===== src/rtl/window_ctrl_if.sv =====
// Request/bus bundle between a window requester, the memory port and window_ctrl.
// The master side issues save/restore/CSR writes and acks memory; the slave is the controller.
interface window_ctrl_if;
    logic       save;
    logic       restore;
    logic       wr_cwp;
    logic [1:0] cwp_in;
    logic       wr_wim;
    logic [3:0] wim_in;
    logic       mem_ack;
    logic [1:0] cwp;
    logic [3:0] wim;
    logic       busy;
    logic       trap;
    logic [1:0] trap_type;
    logic       mem_req;
    logic       mem_we;
    logic [1:0] mem_win;
    logic [3:0] mem_idx;
    logic       done;

    modport master (
        output save, restore, wr_cwp, cwp_in, wr_wim, wim_in, mem_ack,
        input  cwp, wim, busy, trap, trap_type, mem_req, mem_we, mem_win, mem_idx, done
    );

    modport slave (
        input  save, restore, wr_cwp, cwp_in, wr_wim, wim_in, mem_ack,
        output cwp, wim, busy, trap, trap_type, mem_req, mem_we, mem_win, mem_idx, done
    );
endinterface


===== src/rtl/window_ctrl.sv =====
// Register-window controller: tracks CWP/WIM, traps on overflow/underflow and
// sequences the 16-register spill or fill of the trapped window before moving CWP.
module window_ctrl (
    input  logic          clk,
    input  logic          reset,
    window_ctrl_if.slave  bus
);
    typedef enum logic [1:0] {
        ST_IDLE = 2'd0,
        ST_XFER = 2'd1,
        ST_DONE = 2'd2
    } state_t;

    state_t     r_state;
    logic [1:0] r_cwp;
    logic [3:0] r_wim;
    logic       r_trap;
    logic [1:0] r_trap_type;
    logic       r_mem_we;
    logic [1:0] r_mem_win;
    logic [3:0] r_mem_idx;

    state_t     w_state_next;
    logic [1:0] w_cwp_next;
    logic [3:0] w_wim_next;
    logic       w_trap_next;
    logic [1:0] w_trap_type_next;
    logic       w_mem_we_next;
    logic [1:0] w_mem_win_next;
    logic [3:0] w_mem_idx_next;
    logic [1:0] w_save_tgt;
    logic [1:0] w_rest_tgt;

    assign w_save_tgt = r_cwp - 2'd1;
    assign w_rest_tgt = r_cwp + 2'd1;

    always_comb begin
        w_state_next     = r_state;
        w_cwp_next       = r_cwp;
        w_wim_next       = r_wim;
        w_trap_next      = 1'b0;
        w_trap_type_next = r_trap_type;
        w_mem_we_next    = r_mem_we;
        w_mem_win_next   = r_mem_win;
        w_mem_idx_next   = r_mem_idx;
        case (r_state)
            ST_IDLE: begin
                if (bus.wr_wim)
                    w_wim_next = bus.wim_in;
                // wr_cwp wins over save, which wins over restore; losers are dropped.
                if (bus.wr_cwp) begin
                    w_cwp_next = bus.cwp_in;
                end else if (bus.save) begin
                    if (r_wim[w_save_tgt]) begin
                        w_trap_next      = 1'b1;
                        w_trap_type_next = 2'b01;
                        w_mem_we_next    = 1'b1;
                        w_mem_win_next   = w_save_tgt;
                        w_mem_idx_next   = 4'd0;
                        w_state_next     = ST_XFER;
                    end else begin
                        w_cwp_next = w_save_tgt;
                    end
                end else if (bus.restore) begin
                    if (r_wim[w_rest_tgt]) begin
                        w_trap_next      = 1'b1;
                        w_trap_type_next = 2'b10;
                        w_mem_we_next    = 1'b0;
                        w_mem_win_next   = w_rest_tgt;
                        w_mem_idx_next   = 4'd0;
                        w_state_next     = ST_XFER;
                    end else begin
                        w_cwp_next = w_rest_tgt;
                    end
                end
            end
            ST_XFER: begin
                if (bus.mem_ack) begin
                    if (r_mem_idx == 4'd15)
                        w_state_next = ST_DONE;
                    else
                        w_mem_idx_next = r_mem_idx + 4'd1;
                end
            end
            ST_DONE: begin
                // The invalid mark follows the window just freed/filled.
                w_cwp_next   = r_mem_win;
                w_wim_next   = r_mem_we ? {r_wim[0], r_wim[3:1]} : {r_wim[2:0], r_wim[3]};
                w_state_next = ST_IDLE;
            end
            default: w_state_next = ST_IDLE;
        endcase
    end

    always_ff @(posedge clk) begin
        if (reset) begin
            r_state     <= ST_IDLE;
            r_cwp       <= 2'b00;
            r_wim       <= 4'b0010;
            r_trap      <= 1'b0;
            r_trap_type <= 2'b00;
            r_mem_we    <= 1'b0;
            r_mem_win   <= 2'b00;
            r_mem_idx   <= 4'd0;
        end else begin
            r_state     <= w_state_next;
            r_cwp       <= w_cwp_next;
            r_wim       <= w_wim_next;
            r_trap      <= w_trap_next;
            r_trap_type <= w_trap_type_next;
            r_mem_we    <= w_mem_we_next;
            r_mem_win   <= w_mem_win_next;
            r_mem_idx   <= w_mem_idx_next;
        end
    end

    assign bus.cwp       = r_cwp;
    assign bus.wim       = r_wim;
    assign bus.busy      = (r_state != ST_IDLE);
    assign bus.trap      = r_trap;
    assign bus.trap_type = r_trap_type;
    assign bus.mem_req   = (r_state == ST_XFER);
    assign bus.mem_we    = r_mem_we;
    assign bus.mem_win   = r_mem_win;
    assign bus.mem_idx   = r_mem_idx;
    assign bus.done      = (r_state == ST_DONE);
endmodule


===== src/flat_wrapper.sv =====
// flat-port wrapper written by rule: the top's interface ports become plain ports
module window_ctrl_flat 
  (clk, reset, bus_save, bus_restore, bus_wr_cwp, bus_cwp_in, bus_wr_wim, bus_wim_in, bus_mem_ack, bus_cwp, bus_wim, bus_busy, bus_trap, bus_trap_type, bus_mem_req, bus_mem_we, bus_mem_win, bus_mem_idx, bus_done);
  window_ctrl_if bus_i ();
  input  logic clk;
  input  logic reset;
  input wire logic [$bits(bus_i.save)-1:0] bus_save;
  input wire logic [$bits(bus_i.restore)-1:0] bus_restore;
  input wire logic [$bits(bus_i.wr_cwp)-1:0] bus_wr_cwp;
  input wire logic [$bits(bus_i.cwp_in)-1:0] bus_cwp_in;
  input wire logic [$bits(bus_i.wr_wim)-1:0] bus_wr_wim;
  input wire logic [$bits(bus_i.wim_in)-1:0] bus_wim_in;
  input wire logic [$bits(bus_i.mem_ack)-1:0] bus_mem_ack;
  output wire logic [$bits(bus_i.cwp)-1:0] bus_cwp;
  output wire logic [$bits(bus_i.wim)-1:0] bus_wim;
  output wire logic [$bits(bus_i.busy)-1:0] bus_busy;
  output wire logic [$bits(bus_i.trap)-1:0] bus_trap;
  output wire logic [$bits(bus_i.trap_type)-1:0] bus_trap_type;
  output wire logic [$bits(bus_i.mem_req)-1:0] bus_mem_req;
  output wire logic [$bits(bus_i.mem_we)-1:0] bus_mem_we;
  output wire logic [$bits(bus_i.mem_win)-1:0] bus_mem_win;
  output wire logic [$bits(bus_i.mem_idx)-1:0] bus_mem_idx;
  output wire logic [$bits(bus_i.done)-1:0] bus_done;
  assign bus_i.save = bus_save;
  assign bus_i.restore = bus_restore;
  assign bus_i.wr_cwp = bus_wr_cwp;
  assign bus_i.cwp_in = bus_cwp_in;
  assign bus_i.wr_wim = bus_wr_wim;
  assign bus_i.wim_in = bus_wim_in;
  assign bus_i.mem_ack = bus_mem_ack;
  assign bus_cwp = bus_i.cwp;
  assign bus_wim = bus_i.wim;
  assign bus_busy = bus_i.busy;
  assign bus_trap = bus_i.trap;
  assign bus_trap_type = bus_i.trap_type;
  assign bus_mem_req = bus_i.mem_req;
  assign bus_mem_we = bus_i.mem_we;
  assign bus_mem_win = bus_i.mem_win;
  assign bus_mem_idx = bus_i.mem_idx;
  assign bus_done = bus_i.done;
  window_ctrl u_core (.clk(clk), .reset(reset), .bus(bus_i));
endmodule

===== config.mk =====
export PLATFORM = sky130hd
export DESIGN_NAME = window_ctrl_flat
export DESIGN_NICKNAME = d
export VERILOG_FILES = /design/src/rtl/window_ctrl_if.sv /design/src/rtl/window_ctrl.sv /design/src/flat_wrapper.sv
export SDC_FILE = /design/constraint.sdc
export NUM_CORES = 1
export LEC_CHECK = 0
export ABC_AREA = 0
export BUFFER_PORTS_ARGS = -buffer_cell sky130_fd_sc_hd__buf_4
export CORE_MARGIN = 8
export CORE_UTILIZATION = 49
export CTS_BUF_LIST = sky130_fd_sc_hd__clkbuf_4 sky130_fd_sc_hd__clkbuf_8 sky130_fd_sc_hd__clkbuf_16
export CTS_CLUSTER_SIZE = 10
export DETAILED_ROUTE_END_ITERATION = 7
export GPL_TIMING_DRIVEN = 1
export PLACE_DENSITY = 0.88
export SYNTH_ARGS = -nofsm -noshare
export SYNTH_HDL_FRONTEND = slang
export SYNTH_SLANG_ARGS = --single-unit

===== constraint.sdc =====
create_clock -name clk -period 1.7 [get_ports clk]
set_input_delay 0.085 -clock clk [delete_from_list [all_inputs] [get_ports clk]]
set_output_delay 0.085 -clock clk [all_outputs]
set_load 0.1 [all_outputs]

==> impl_metrics.tcl <==
set metrics [dict create \
    layout_commonest_cell "buf_4" \
    p_per_area_nw_per_um2 1040 \
    ys_async_sr_fraction_pct 0 \
    final_nets 164 \
    tightestPinTransition_ns 0.366 \
    grtUsageTotal_pct 13.5 \
    wl_microns 2730 \
    fin_skew_ns 0.00162 \
    fp.dieH_microns 62.2 \
    holdPathStages 2 \
    status "finished, final reports clean" \
    crit_fanout 6 \
    ys_seq_area_share_pct 32.5 \
    peakVddDrop_uv 646 \
    areaGrowthSynthToFinish_pct 30.5 \
    reg2reg_slack_ns 0.05 \
    period_needed_ns 1.65 \
    initial_core_util_pct 52.8 \
    drt-vias-per-instance 5.55 \
    fmax_ghz 0.606 \
    netlist_area_sq_um 1050 \
    setup_violations 0 \
    drt_iter0_drc 37 \
    clk_path_buf_depth 2 \
    antenna_left 0 \
    drv_cap 0 \
    die_x_microns 62.2 \
    ios 32 \
    relSlewSlack_pct 75.4 \
    power.total_w 0.00142 \
    root_buffer "clkbuf_4" \
    pre_cts_slack_ns 0.0135 \
    grt_overflow 0 \
    rsz0062_at_grt "true" \
    cts_max_level 1 \
    cts_buffers 3 \
    fin_crit_sh_pct 97.1 \
    p_leak_nw 0.603 \
    hold_path_startpoint "reset" \
    gp_congestion 0.889 \
    drc_errors 0 \
    start_kind "flop" \
    holdPathEnd "u_core.bus.wim[2]$_SDFFE_PP0P_" \
    r2r_end "u_core.bus.mem_win[0]$_SDFFE_PP0P_" \
    cp-end-kind "flop" \
    avgSynthCellArea_sq_um 8.86 \
    yosys_warnings 0 \
    whs_ns 0.126 \
    hpwlAfterDp_microns 2040 \
    std_cell_rows 16 \
    critPathKind "reg2reg" \
    diodes 0 \
    synth_seq_cells 17 \
    maxSlewViolCount 0 \
    grt_pass1_wl_microns 4420 \
    finalWorstSetupSlack_ns 0.0495 \
    dr.pass1.iters 5 \
    cts_tree "built" \
    synth_cell_types 39 \
    coreArea_sq_um 1980 \
    port_buffers 31 \
    synth_cells 118 \
    clock_sinks 17 \
    grt_pass1_vias 947 \
    drive_above_1_share_pct 39.6 \
    clk_pin_slew_ns 0.09 \
    clkLatencyLatePin_ns 0.29 \
    antenna_found_initial 0 \
    final-hold-violation-count 0 \
    cp_data_required_time_ns 1.88 \
    wl_per_cell_microns 15.5 \
    critPathArrivalTime_ns 1.83 \
    hp-class "in2reg" \
    synth_edf_count 0 \
    final_cell_mix "buf_4, nor2_1, a21oi_1, dfxtp_1, mux2i_1" \
    num_vias 977 \
    synth_ff_type "dfxtp_1" \
    dieArea_sq_um 3870 \
    worst_r2r_path_depth 4 \
    fillers 165 \
    synthesis.nets 132 \
    grt_max_degree 24 \
    r2r-start "u_core.bus.cwp[0]$_SDFFE_PP0P_" \
]
-- sequential cells by signal, summed over array words and instances, names as in the netlist --
| name | flops |
|---|---|
| u_core.bus.mem_idx | 4 |
| u_core.bus.cwp | 2 |
| u_core.r_state | 2 |
| u_core.bus.trap_type | 2 |
| u_core.bus.mem_win | 2 |
| u_core.bus.trap | 1 |
| u_core.bus.wim | 4 |
-- worst max-delay path, stage by stage, from the launching register on --
cell	delay, ns
dfxtp_4	0.40
mux2_4	0.33
a221oi_2	0.27
a2111o_1	0.20
mux2_1	0.34
-- worst max path at each step --
stage	startpoint	to	slack, ns	cells after the start
6_report	u_core.bus.cwp[0]$_SDFFE_PP0P_	u_core.bus.mem_win[0]$_SDFFE_PP0P_	0.05	4
3_5_place_dp	u_core.bus.cwp[0]$_SDFFE_PP0P_	u_core.bus.mem_win[0]$_SDFFE_PP0P_	0.01	4
2_1_floorplan	u_core.r_state[1]$_SDFFE_PP0P_	u_core.bus.mem_idx[2]$_SDFFE_PP0P_	-0.20	6
5_1_grt	u_core.bus.cwp[0]$_SDFFE_PP0P_	u_core.bus.mem_win[1]$_SDFFE_PP0P_	-0.006	4
4_1_cts	u_core.bus.cwp[0]$_SDFFE_PP0P_	u_core.bus.mem_win[0]$_SDFFE_PP0P_	0.007	4
3_3_place_gp	u_core.bus.cwp[0]$_SDFFE_PP0P_	u_core.bus.mem_win[1]$_SDFFE_PP0P_	0.13	4
-- per-layer routing --
metal,global-route usage [%],up-vias,part of all wire (%)
li1,-,486,-
met1,14.3,447,40
met2,23.9,32,51
met3,4.30,12,6.1
met5,0,-,0
met4,5.54,0,2.8
-- what timing repair did --
action / CTS / global route
setup endpoints to repair: 1 / 4
buffers inserted: 0 / 2
hold buffers: 0 / 0
resized for setup: 0 / 2
pin swaps: 1 / 1
-- cells by family (layout without fill, tap and decap cells) --
logic type	Yosys count	after routing	synth area share, %
flip-flops	17	17	32.5
XOR/XNOR	2	2	2.99
multiplexers	15	15	17.5
AND/OR/NAND/NOR	45	45	21.9
buffers and inverters	13	44	7.18
AO/OA/AOI/OAI	25	25	16.7
adder cells (fa/ha/maj)	1	1	1.20
-- synth_stat cells, types with 3 or more instances --
library cell / instances / area share, %
a211oi_1: 4 / 2.9
a21oi_1: 8 / 3.8
buf_2: 4 / 1.9
clkbuf_1: 3 / 1.1
dfxtp_1: 17 / 33
inv_1: 3 / 1.1
mux2_2: 3 / 3.2
mux2i_1: 7 / 6.7
nand2_1: 5 / 1.8
nand2b_1: 4 / 2.4
nand3_1: 3 / 1.4
nor2_1: 17 / 6.1
nor2b_1: 6 / 3.6
-- power by group --
| group | internal, W | switching (W) |
|---|---|---|
| clock | 0.000107 | 0.000124 |
| sequential | 0.000441 | 0.0000545 |
| combinational | 0.000229 | 0.000465 |
-- per-stage QoR --
step                      util [%]  area, sq um  setup TNS, ns  instances
after floorplan                  -         1080          -1.07        118
after global placement        66.2         1310              0        170
after detailed placement      66.2         1310              0        170
after CTS                     67.7         1340              0        174
after global routing          68.9         1370       -0.00576        176
final                         68.9         1370              0        176
-- area by class of cell --
class / count / area [sq um] / share of cell area (%)
Inverter: 3 / 11.3 / 0.825
Multi-Input combinational cell: 88 / 646 / 47.3
Clock buffer: 4 / 30.0 / 2.20
Sequential cell: 17 / 367 / 26.9
Timing Repair Buffer: 37 / 278 / 20.3
Tap cell: 27 / 33.8 / 2.47
(Power assumes the default switching activity.)
